[src/rtl/instr_pkg.sv]
// Shared instruction-format definitions: format codes, encoder FSM states,
// immediate range limits and the captured request bundle.
package instr_pkg;

  typedef enum logic [2:0] {
    FMT_R   = 3'd0,
    FMT_I   = 3'd1,
    FMT_ISH = 3'd2,
    FMT_S   = 3'd3,
    FMT_B   = 3'd4,
    FMT_U   = 3'd5,
    FMT_J   = 3'd6,
    FMT_RSV = 3'd7
  } fmt_e;

  typedef enum logic [1:0] {
    ST_IDLE = 2'd0,
    ST_ENC  = 2'd1,
    ST_OUT  = 2'd2
  } state_e;

  // Signed limits of each immediate field (B/J are byte offsets, even only)
  localparam int IMM12_MIN = -2048;
  localparam int IMM12_MAX = 2047;
  localparam int IMMB_MIN  = -4096;
  localparam int IMMB_MAX  = 4094;
  localparam int IMMJ_MIN  = -1048576;
  localparam int IMMJ_MAX  = 1048574;
  localparam int SHAMT_MIN = 0;
  localparam int SHAMT_MAX = 31;

  typedef struct packed {
    fmt_e        fmt;
    logic [6:0]  opcode;
    logic [4:0]  rd;
    logic [4:0]  rs1;
    logic [4:0]  rs2;
    logic [2:0]  funct3;
    logic [6:0]  funct7;
    logic [31:0] imm;
  } req_t;

endpackage

[src/rtl/instr_pack.sv]
// Pure combinational range check and bit packing of one request into a
// 32-bit instruction word; a rejected request yields an all-zero word.
module instr_pack
  import instr_pkg::*;
(
  input  req_t        i_req,
  output logic [31:0] o_instr,
  output logic        o_err
);

  logic signed [31:0] w_imm;
  logic [31:0]        w_raw;
  logic               w_bad;

  assign w_imm = i_req.imm;

  // Per-format field placement and representability check
  always_comb begin
    w_raw = 32'h0;
    w_bad = 1'b0;
    case (i_req.fmt)
      FMT_R: begin
        w_raw = {i_req.funct7, i_req.rs2, i_req.rs1, i_req.funct3, i_req.rd, i_req.opcode};
      end
      FMT_I: begin
        w_bad = (w_imm < IMM12_MIN) || (w_imm > IMM12_MAX);
        w_raw = {w_imm[11:0], i_req.rs1, i_req.funct3, i_req.rd, i_req.opcode};
      end
      FMT_ISH: begin
        w_bad = (w_imm < SHAMT_MIN) || (w_imm > SHAMT_MAX);
        w_raw = {i_req.funct7, w_imm[4:0], i_req.rs1, i_req.funct3, i_req.rd, i_req.opcode};
      end
      FMT_S: begin
        w_bad = (w_imm < IMM12_MIN) || (w_imm > IMM12_MAX);
        w_raw = {w_imm[11:5], i_req.rs2, i_req.rs1, i_req.funct3, w_imm[4:0], i_req.opcode};
      end
      FMT_B: begin
        w_bad = (w_imm < IMMB_MIN) || (w_imm > IMMB_MAX) || w_imm[0];
        w_raw = {w_imm[12], w_imm[10:5], i_req.rs2, i_req.rs1, i_req.funct3,
                 w_imm[4:1], w_imm[11], i_req.opcode};
      end
      FMT_U: begin
        w_bad = (w_imm[11:0] != 12'h0);
        w_raw = {w_imm[31:12], i_req.rd, i_req.opcode};
      end
      FMT_J: begin
        w_bad = (w_imm < IMMJ_MIN) || (w_imm > IMMJ_MAX) || w_imm[0];
        w_raw = {w_imm[20], w_imm[10:1], w_imm[11], w_imm[19:12], i_req.rd, i_req.opcode};
      end
      default: begin
        w_bad = 1'b1;
      end
    endcase
  end

  assign o_err   = w_bad;
  assign o_instr = w_bad ? 32'h0 : w_raw;

endmodule

[src/rtl/instr_encoder.sv]
// Instruction encoder: accepts one field-level request, encodes it in a
// dedicated cycle, then holds the word until the consumer takes it.
// Tracks the output word address and good/rejected request counts.
module instr_encoder
  import instr_pkg::*;
(
  input  logic        clk,
  input  logic        rst_n,
  input  logic        in_valid,
  output logic        in_ready,
  input  logic [2:0]  fmt,
  input  logic [6:0]  opcode,
  input  logic [4:0]  rd,
  input  logic [4:0]  rs1,
  input  logic [4:0]  rs2,
  input  logic [2:0]  funct3,
  input  logic [6:0]  funct7,
  input  logic [31:0] imm,
  output logic        out_valid,
  input  logic        out_ready,
  output logic [31:0] instr,
  output logic        out_err,
  output logic [31:0] out_addr,
  output logic [15:0] word_cnt,
  output logic [7:0]  err_cnt
);

  state_e      r_state;
  state_e      w_next;
  req_t        r_req;
  logic [31:0] r_instr;
  logic        r_err;
  logic [31:0] r_addr;
  logic [15:0] r_wcnt;
  logic [7:0]  r_ecnt;
  logic [31:0] w_instr;
  logic        w_err;
  logic        w_in_hs;
  logic        w_out_hs;

  assign w_in_hs  = in_valid && in_ready;
  assign w_out_hs = out_valid && out_ready;

  instr_pack u_pack (
    .i_req   (r_req),
    .o_instr (w_instr),
    .o_err   (w_err)
  );

  // State register
  always_ff @(posedge clk) begin
    if (!rst_n) r_state <= ST_IDLE;
    else        r_state <= w_next;
  end

  // Next-state: capture -> encode -> hold until taken
  always_comb begin
    w_next = r_state;
    case (r_state)
      ST_IDLE: if (w_in_hs)  w_next = ST_ENC;
      ST_ENC:                w_next = ST_OUT;
      ST_OUT:  if (w_out_hs) w_next = ST_IDLE;
      default:               w_next = ST_IDLE;
    endcase
  end

  // Handshake outputs decoded from state
  always_comb begin
    in_ready  = (r_state == ST_IDLE);
    out_valid = (r_state == ST_OUT);
  end

  // Request capture; data only, so no reset needed
  always_ff @(posedge clk) begin
    if (w_in_hs) begin
      r_req.fmt    <= fmt_e'(fmt);
      r_req.opcode <= opcode;
      r_req.rd     <= rd;
      r_req.rs1    <= rs1;
      r_req.rs2    <= rs2;
      r_req.funct3 <= funct3;
      r_req.funct7 <= funct7;
      r_req.imm    <= imm;
    end
  end

  // Result register loaded during the encode cycle, stable through OUT
  always_ff @(posedge clk) begin
    if (!rst_n) begin
      r_instr <= 32'h0;
      r_err   <= 1'b0;
    end else if (r_state == ST_ENC) begin
      r_instr <= w_instr;
      r_err   <= w_err;
    end
  end

  // Address and counters advance only on an output handshake
  always_ff @(posedge clk) begin
    if (!rst_n) begin
      r_addr <= 32'h0;
      r_wcnt <= 16'h0;
      r_ecnt <= 8'h0;
    end else if (w_out_hs) begin
      if (r_err) begin
        if (r_ecnt != 8'hFF) r_ecnt <= r_ecnt + 8'd1;
      end else begin
        r_addr <= r_addr + 32'd4;
        if (r_wcnt != 16'hFFFF) r_wcnt <= r_wcnt + 16'd1;
      end
    end
  end

  assign instr    = r_instr;
  assign out_err  = r_err;
  assign out_addr = r_addr;
  assign word_cnt = r_wcnt;
  assign err_cnt  = r_ecnt;

endmodule

[config.mk]
export PLATFORM = sky130hd
export DESIGN_NAME = instr_encoder
export DESIGN_NICKNAME = d
export VERILOG_FILES = /design/src/rtl/instr_pkg.sv /design/src/rtl/instr_pack.sv /design/src/rtl/instr_encoder.sv
export SDC_FILE = /design/constraint.sdc
export NUM_CORES = 1
export LEC_CHECK = 0
export BUFFER_PORTS_ARGS = -buffer_cell sky130_fd_sc_hd__buf_2
export CAP_MARGIN = 10
export CORE_ASPECT_RATIO = 1.1
export CORE_MARGIN = 1.5
export CORE_UTILIZATION = 45
export CTS_CLUSTER_DIAMETER = 60
export CTS_CLUSTER_SIZE = 20
export DETAILED_ROUTE_END_ITERATION = 8
export PLACE_DENSITY = 0.69
export SYNTH_ARGS = -nofsm -noshare
export SYNTH_HDL_FRONTEND = slang
export SYNTH_SLANG_ARGS = --single-unit
[constraint.sdc]
create_clock -name clk -period 3.37 [get_ports clk]
set_clock_uncertainty 0.05 [all_clocks]
set_input_delay 1.011 -clock clk [delete_from_list [all_inputs] [get_ports clk]]
set_output_delay 1.011 -clock clk [all_outputs]
set_load 0.01 [all_outputs]
==> impl_metrics.ini, run 1 <==
[drt]
drtIter0Drc = 331
ant_nets = 0
via_count = 5419
wire_per_inst_um = 15.5
wl_mm = 15.6
drcViolationCount = 0
post_drt_via_cell_ratio = 5.37
drt-pass1-iter-count = 4

[worst_setup_path]
timing.rr.start = r_req[28]
crit_type = flop to flop
rr_endpoint = instr[23]
reg2reg_slack_ns = 0.73
cp-end-kind = flop
cp_data_arrival_time_ns = 2.95
rr_worst_depth = 7
startpoint_type = flop
critical_path_required_ns = 3.68
critPathMaxFanout = 23

[logic_synthesis]
synth_xor_area_share_pct = 5.18
seq_area_frac_synth_pct = 56.0
async_flop_share_pct = 0
synth_top_family_by_area = simple AND/OR/NAND/NOR gates
synth_mux_area_share_pct = 2.96
synth-compound-area-share_pct = 12.9
synth_cell_types = 58
ys.flop_type = dfxtp_1
synthAdderAreaFrac_pct = 0.555
synth.area.top_cells = edfxtp_1 (30%), dfxtp_1 (26%), nand3_1 (4.5%)
synth_top_cell_area_share_pct = 29.7
syn_area_um2 = 6770
ys_ff_latch = 156
syn_area_per_cell_um2 = 10.4
synth_top_area_cell = edfxtp_1
synth_edf_count = 67
synth_cells = 652
synthSimpleGateAreaFrac_pct = 19.2
synth-warning-count = 0
yosysMostFrequentCell = dfxtp_1
yosys-top-cells-count = dfxtp_1 (89), edfxtp_1 (67), nand2_1 (62)

[clock_tree]
cts-hold-fix-buffers = 0
cts_setup_buffers = 0
clock_latency_ns = 0.42
tritoncts = built
numCtsBuffers = 17
ctsLongestPathBuffers = 2
cts_resized = 0
clkTransAtPathRegs_ns = 0.06
cts_num_sinks = 156
htreeDepth = 4
root_buffer = clkbuf_16

[sta]
min_period_over_period_pct = 78.4
max_freq_mhz = 379
min_period_ns = 2.64
setup_viol = 0
rsz0062_at_grt = false
tns_ns = 0
finalHoldViolations = 0
worstMarginPinSlew_ns = 0.925
slew_viol_final = 0
slew_headroom_pct = 38.3

[worst_hold_path]
min_to = instr[1]
hold_path.class = flop to flop
hp-start = instr[1]
hold_depth = 2

[cells_and_area]
design_area_um2 = 8250
nets = 878
drive_gt1_share_pct = 28.9
antennaDiodeCount = 0
syn2layout_area_growth_pct = 21.9
final_util_pct = 56.7

[power]
p_sw_share_pct = 23.8
ir_worst_vdd_mv = 0.368
clockPowerShare_pct = 40.8
p_leak_nw = 3.22
finalPower_w = 0.00410
p_seq_share_pct = 51.3
combPwrFrac_pct = 7.9
net-switching-power_w = 0.000977
p_per_area_nw_per_um2 = 496
p_int_w = 0.00312

[placement]
portBuffers = 159
dp_hpwl_mm = 11.2
gp_congestion = 0.852
postPlaceCellArea_um2 = 7740

[global_routing]
grt_max_degree = 68
gr-total-overflow = 0
grt_pass1_vias = 5053
grt_antenna_before_repair = 0
grt_pass1_wl_mm = 25.2
grt_use_total_pct = 20.1

[floorplan]
core-area_um2 = 14600
ios = 162
die_height_um = 132
start_util_pct = 46.5
rows = 46
die_w_um = 120
dieArea_um2 = 15800

[run]
maxCapViolations = 0

[run_status]
status = complete, no violations
state kept, by name, summed over array words and instances, names as in the netlist:
register	cells
r_req	67
instr	32
out_addr	30
word_cnt	16
err_cnt	8
r_state	2
out_err	1
per-layer routing:
layer  vias up  share of wire [%]  global-route usage [%]
li1       2672                  -                       -
met1      2521                 44                    25.4
met2       195                 48                    32.4
met3        31                5.6                    4.95
met4         0                2.7                    9.13
met5         -                  0                       0
kinds of logic after synthesis:
group,count (synthesis)
compound gates,121
xor+xnor,40
fa+ha+maj,3
buf+inv,48
flops,156
mux,18
other cells,1
simple gates,265
worst max-delay path by stage:
stage | slack (ns) | cells after the start | from | endpoint
after floorplan | 0.30 | 1 | in_valid | r_req[0]
after global placement | 0.64 | 7 | out_ready | out_addr[31]
after detailed placement | 0.58 | 7 | out_ready | out_addr[31]
after CTS | 0.71 | 6 | r_req[19] | instr[23]
after global routing | 0.57 | 7 | r_req[28] | instr[23]
final | 0.73 | 7 | r_req[28] | instr[23]
power by group through the flow:
| stage | Combinational (W) | Sequential, W | Clock (W) |
|---|---|---|---|
| 5_1_grt | 0.000353 | 0.00211 | 0.00179 |
| 2_1_floorplan | 0.000207 | 0.00214 | 0 |
| 6_report | 0.000322 | 0.00210 | 0.00167 |
| 3_5_place_dp | 0.000322 | 0.00214 | 0 |
| 3_3_place_gp | 0.000312 | 0.00214 | 0 |
| 4_1_cts | 0.000324 | 0.00210 | 0.00171 |
per-stage QoR:
step                      std cells  worst slack, ns  hold slack (ns)
final                          1009            0.729            0.395
after global routing           1009            0.571            0.426
after CTS                      1009            0.708            0.397
after floorplan                 653            0.304            0.420
after global placement          977            0.636            0.383
after detailed placement        977            0.579            0.388
layout by cell type (no fill, tap or decap), types with 3 or more instances in the layout:
cell type | netlist | final
dfxtp_1 | 89 | 89
or3_1 | 9 | 9
and3_1 | 6 | 6
o2111ai_1 | 4 | 4
clkbuf_1 | 28 | 4
ha_1 | 3 | 3
xor2_1 | 18 | 18
nand2_1 | 62 | 62
inv_1 | 11 | 11
edfxtp_1 | 67 | 67
a22o_1 | 8 | 8
nand3_1 | 61 | 61
o21ai_1 | 3 | 3
clkbuf_16 | 0 | 17
and2_1 | 6 | 5
o211ai_1 | 10 | 10
nand4_1 | 15 | 15
nor3_1 | 14 | 14
buf_4 | 2 | 7
o22ai_1 | 5 | 5
o21ai_0 | 13 | 13
nor2b_1 | 9 | 9
a22oi_1 | 5 | 5
mux2_2 | 6 | 6
clkinvlp_4 | 0 | 4
nand2b_1 | 3 | 3
nor4_1 | 10 | 10
clkinv_1 | 1 | 5
xnor2_1 | 22 | 22
o21ai_2 | 28 | 28
mux2i_1 | 11 | 11
or4_1 | 3 | 3
a21o_1 | 5 | 5
a31oi_1 | 6 | 6
a21oi_1 | 22 | 22
nor2_1 | 56 | 56
buf_2 | 3 | 159
cell type report:
| class | instances | area, µm² |
|---|---|---|
| Tap cell | 192 | 240 |
| Inverter | 12 | 45.0 |
| Fill cell | 1263 | 6310 |
| Multi-Input combinational cell | 449 | 2780 |
| Timing Repair Buffer | 168 | 888 |
| Sequential cell | 156 | 3790 |
| Clock buffer | 21 | 440 |
| Clock inverter | 11 | 71.3 |
critical path, stage by stage, from the launching register on:
cell       delay (ns)
edfxtp_1         0.42
nor4_1           0.36
nand3_1          0.21
or4_1            0.60
a31oi_4          0.40
buf_12           0.22
o2111ai_1        0.16
o21ai_2          0.15
(Power assumes the default switching activity.)
==> run 2, diff against run 1 <==
==> constraint.sdc (replaced) <==
create_clock -name clk -period 2.7 [get_ports clk]
set_clock_uncertainty 0.05 [all_clocks]
set_input_delay 0.81 -clock clk [delete_from_list [all_inputs] [get_ports clk]]
set_output_delay 0.81 -clock clk [all_outputs]
set_load 0.01 [all_outputs]
==> impl_metrics.ini, run 2 (same netlist as run 1, synthesis figures left out) <==
[power]
p_leak_nw = 3.27
ir_worst_vdd_mv = 0.568
p_per_area_nw_per_um2 = 619

[sta]
slew_headroom_pct = 41.6
rsz0062_at_grt = false
setup_viol = 0
min_period_ns = 2.58
min_period_over_period_pct = 95.4
max_freq_mhz = 388
finalHoldViolations = 0
tns_ns = 0
worstMarginPinSlew_ns = 0.876
slew_viol_final = 0

[placement]
gp_congestion = 0.874
dp_hpwl_mm = 11.5
portBuffers = 159

[drt]
wire_per_inst_um = 15.5
drt-pass1-iter-count = 5
topRoutingLayerUsed = met4
wl_met3_mm = 1.02
ant_nets = 0
post_drt_via_cell_ratio = 5.36
via_count = 5447
drcViolationCount = 0
wl_mm = 15.7
wl_met1_mm = 6.78
drtIter0Drc = 332
wl_met2_mm = 7.62

[cells_and_area]
final_util_pct = 57.2
nets = 885
regMostFlops = r_req
most-common-layout-cells = buf_2 (159), dfxtp_1 (89), edfxtp_1 (67)
syn2layout_area_growth_pct = 23.1
largest_reg_flops = 67
drive_gt1_share_pct = 30.0
final_common_cell = buf_2

[global_routing]
grt_pass1_vias = 5173
grt_use_total_pct = 20.2
gr-total-overflow = 0
grt_antenna_before_repair = 0
grt_pass1_wl_mm = 25.3
grt_max_degree = 68

[worst_hold_path]
hp-start = instr[1]
min_to = instr[1]
hold_depth = 2
hold_path.class = flop to flop

[run]
maxCapViolations = 0

[floorplan]
die_height_um = 132
dieArea_um2 = 15800
ios = 162
rows = 46
core-area_um2 = 14600
start_util_pct = 46.5
die_w_um = 120

[clock_tree]
tritoncts = built
numCtsBuffers = 17
clock_latency_ns = 0.42
cts_num_sinks = 156
clkTransAtPathRegs_ns = 0.06
root_buffer = clkbuf_16
cts_setup_buffers = 0
htreeDepth = 4
ctsLongestPathBuffers = 2
cts-hold-fix-buffers = 0

[worst_setup_path]
reg2reg_slack_ns = 0.12
critPathMaxFanout = 32
cp_data_arrival_time_ns = 2.86
timing.rr.start = r_req[14]
critical_path_required_ns = 2.99
cp-end-kind = flop
crit_type = flop to flop
rr_endpoint = instr[0]
rr_worst_depth = 6
startpoint_type = flop

[run_status]
status = complete, no violations
-- run 2: changes by cell type in the layout (fill, tap and decap cells not counted), sizes merged --
cell	delta
diode	+1
clkinvlp	-2
buf	+7
clkbuf	+1
inv	+2
clkinv	-1
-- run 2: worst max-delay path: stages, from the launching register on --
cell and delay (ns):
edfxtp_1 0.43, or4_4 0.58, or4_1 0.47, nor2_1 0.10, and4b_1 0.21, or2_4 0.44, o21ai_0 0.20
-- run 2: where the power goes --
part	total, W	internal (W)	switching (W)
Combinational	0.000399	0.000165	0.000234
Clock	0.00213	0.00122	0.000909
Sequential	0.00263	0.00257	0.0000675
-- run 2: metal layers --
| layer | vias to the layer above | global-route usage (%) |
|---|---|---|
| li1 | 2691 | - |
| met1 | 2541 | 26.4 |
| met5 | - | 0 |
| met4 | 0 | 8.47 |
| met2 | 190 | 31.5 |
| met3 | 25 | 5.43 |
-- run 2: worst max path at each step --
stage | cells after the start | slack (ns) | from | endpoint
floorplan | 7 | 0.39 | r_req[14] | instr[21]
global placement | 6 | 0.19 | out_ready | word_cnt[15]
detailed placement | 6 | 0.10 | out_ready | word_cnt[15]
CTS | 6 | 0.13 | r_req[14] | instr[0]
global route | 6 | 0.01 | r_req[14] | instr[0]
finish | 6 | 0.12 | r_req[14] | instr[0]
-- run 2: cell type report --
type	count	area [µm²]
Antenna cell	1	2.50
Clock buffer	22	464
Clock inverter	10	63.8
Fill cell	1296	6230
Inverter	12	45.0
Multi-Input combinational cell	449	2780
Sequential cell	156	3790
Tap cell	192	240
Timing Repair Buffer	175	941
-- run 2: stage by stage --
stage                     total power [W]  instance area (µm²)  hold WS [ns]  cells  setup WS, ns
after CTS                         0.00522                 8320         0.397   1016         0.128
after global routing              0.00537                 8330         0.419   1016        0.0135
after global placement            0.00307                 7790         0.384    984         0.185
after detailed placement          0.00308                 7790         0.387    984         0.101
after floorplan                   0.00292                 6770         0.420    653         0.386
final                             0.00516                 8330         0.392   1017         0.124
-- run 2: repair_timing --
| action | CTS | global route |
|---|---|---|
| resized for setup | 0 | 1 |
| setup endpoints to repair | 0 | 4 |
| endpoints found under the hold margin | 0 | 0 |
==> run 3, diff against run 2 <==
==> constraint.sdc (replaced) <==
create_clock -name clk -period 3.3 [get_ports clk]
set_clock_uncertainty 0.05 [all_clocks]
set_input_delay 0.99 -clock clk [delete_from_list [all_inputs] [get_ports clk]]
set_output_delay 0.99 -clock clk [all_outputs]
set_load 0.01 [all_outputs]
==> impl_metrics.ini, run 3 (same netlist as run 1, synthesis figures left out) <==
[cells_and_area]
fin_cells = 1009
final_util_pct = 57.1
syn2layout_area_growth_pct = 22.8
nets = 878
antennaDiodeCount = 0
most-common-layout-cells = buf_2 (159), dfxtp_1 (89), edfxtp_1 (67)
final_common_cell = buf_2
drive_gt1_share_pct = 29.5
regMostFlops = r_req
largest_reg_flops = 67

[worst_setup_path]
startpoint_type = flop
critPathMaxFanout = 32
cp_top_family = simple AND/OR/NAND/NOR gates
slowest_delay_ns = 0.58
critical_path_required_ns = 3.59
rr_worst_depth = 6
path_cells = or4_4 -> or4_1 -> nor2_1 -> and4b_1 -> or2_4 -> o21ai_0
cp_slowest_cell = or4_4
crit_type = flop to flop
timing.rr.start = r_req[14]
cp_data_arrival_time_ns = 2.92
reg2reg_slack_ns = 0.67
rr_endpoint = instr[0]
cp_num_buf_inv = 0
cp-end-kind = flop

[clock_tree]
htreeDepth = 4
cts_setup_buffers = 0
numCtsBuffers = 17
cts_num_sinks = 156
root_buffer = clkbuf_16
clkTransAtPathRegs_ns = 0.06
cts_resized = 0
clock_latency_ns = 0.43
cts-hold-fix-buffers = 0
tritoncts = built
ctsLongestPathBuffers = 2

[placement]
gp_congestion = 0.859
dp_hpwl_mm = 11.6
place_inst = 977
post-place-ws_ns = 0.533
portBuffers = 159

[power]
p_per_area_nw_per_um2 = 526
ir_worst_vdd_mv = 0.402
p_leak_nw = 3.26

[drt]
via_count = 5443
ant_nets = 0
drcViolationCount = 0
wl_mm = 16.1
post_drt_via_cell_ratio = 5.39
drt-pass1-iter-count = 5
drtIter0Drc = 348
wire_per_inst_um = 16.0

[floorplan]
dieArea_um2 = 15800
start_util_pct = 46.5
die_w_um = 120
rows = 46
core-area_um2 = 14600
die_height_um = 132
ios = 162

[sta]
worstMarginPinSlew_ns = 0.908
slew_viol_final = 0
slew_headroom_pct = 39.5
finalHoldViolations = 0
min_period_ns = 2.63
max_freq_mhz = 380
tns_ns = 0
min_period_over_period_pct = 79.7
setup_ws_ns = 0.671
setup_viol = 0
hold-worst-slack_ns = 0.397
rsz0062_at_grt = false

[global_routing]
grt_use_total_pct = 21.0
grt_pass1_wl_mm = 26.3
grt_antenna_before_repair = 0
grt_max_degree = 68
grt_pass1_vias = 5298
gr-total-overflow = 0

[run]
maxCapViolations = 0

[worst_hold_path]
min_to = instr[1]
hold_depth = 2
hp-start = instr[1]
hold_path.class = flop to flop

[run_status]
status = complete, no violations
[run 3: per-layer routing]
layer / routed length, µm / GRT usage (%) / up-vias
li1: - / - / 2680
met1: 6900 / 26.3 / 2553
met2: 8130 / 35.5 / 192
met3: 867 / 4.47 / 18
met4: 225 / 7.41 / 0
met5: 0 / 0 / -
[run 3: how the worst max path moves through the flow]
| stage | startpoint | to | slack, ns | cells after the start |
|---|---|---|---|---|
| 6_report | r_req[14] | instr[0] | 0.67 | 6 |
| 5_1_grt | r_req[14] | instr[31] | 0.57 | 6 |
| 4_1_cts | r_req[14] | instr[0] | 0.65 | 6 |
| 3_5_place_dp | out_ready | out_addr[31] | 0.53 | 7 |
| 3_3_place_gp | out_ready | out_addr[31] | 0.59 | 7 |
| 2_1_floorplan | in_valid | r_req[0] | 0.25 | 1 |
[run 3: area by class of cell]
cell class,count,area (µm²)
clock buffers,17,425
clock inverters,15,146
fillers,1273,6250
inverters,12,45.0
multi-input cells,449,2780
flip-flops and latches,156,3790
well taps,192,240
repair buffers,168,888
[run 3: through the flow]
stage	instance area (µm²)	power (W)
CTS	8310	0.00442
global placement	7740	0.00250
global route	8310	0.00454
floorplan	6770	0.00239
finish	8310	0.00437
detailed placement	7740	0.00252
[run 3: tightest hold or removal path, stage by stage (launching register included)]
cell and delay (ns):
dfxtp_1 0.31, nand2_1 0.05, o21ai_1 0.05
[run 3: where the power goes]
part	total [W]	internal, W	switching, W	leakage, nW
Combinational	0.000325	0.000132	0.000193	1.62
Clock	0.00190	0.00111	0.000786	0.276
Sequential	0.00215	0.00210	0.0000526	1.36
Total	0.00437	0.00334	0.00103	3.26
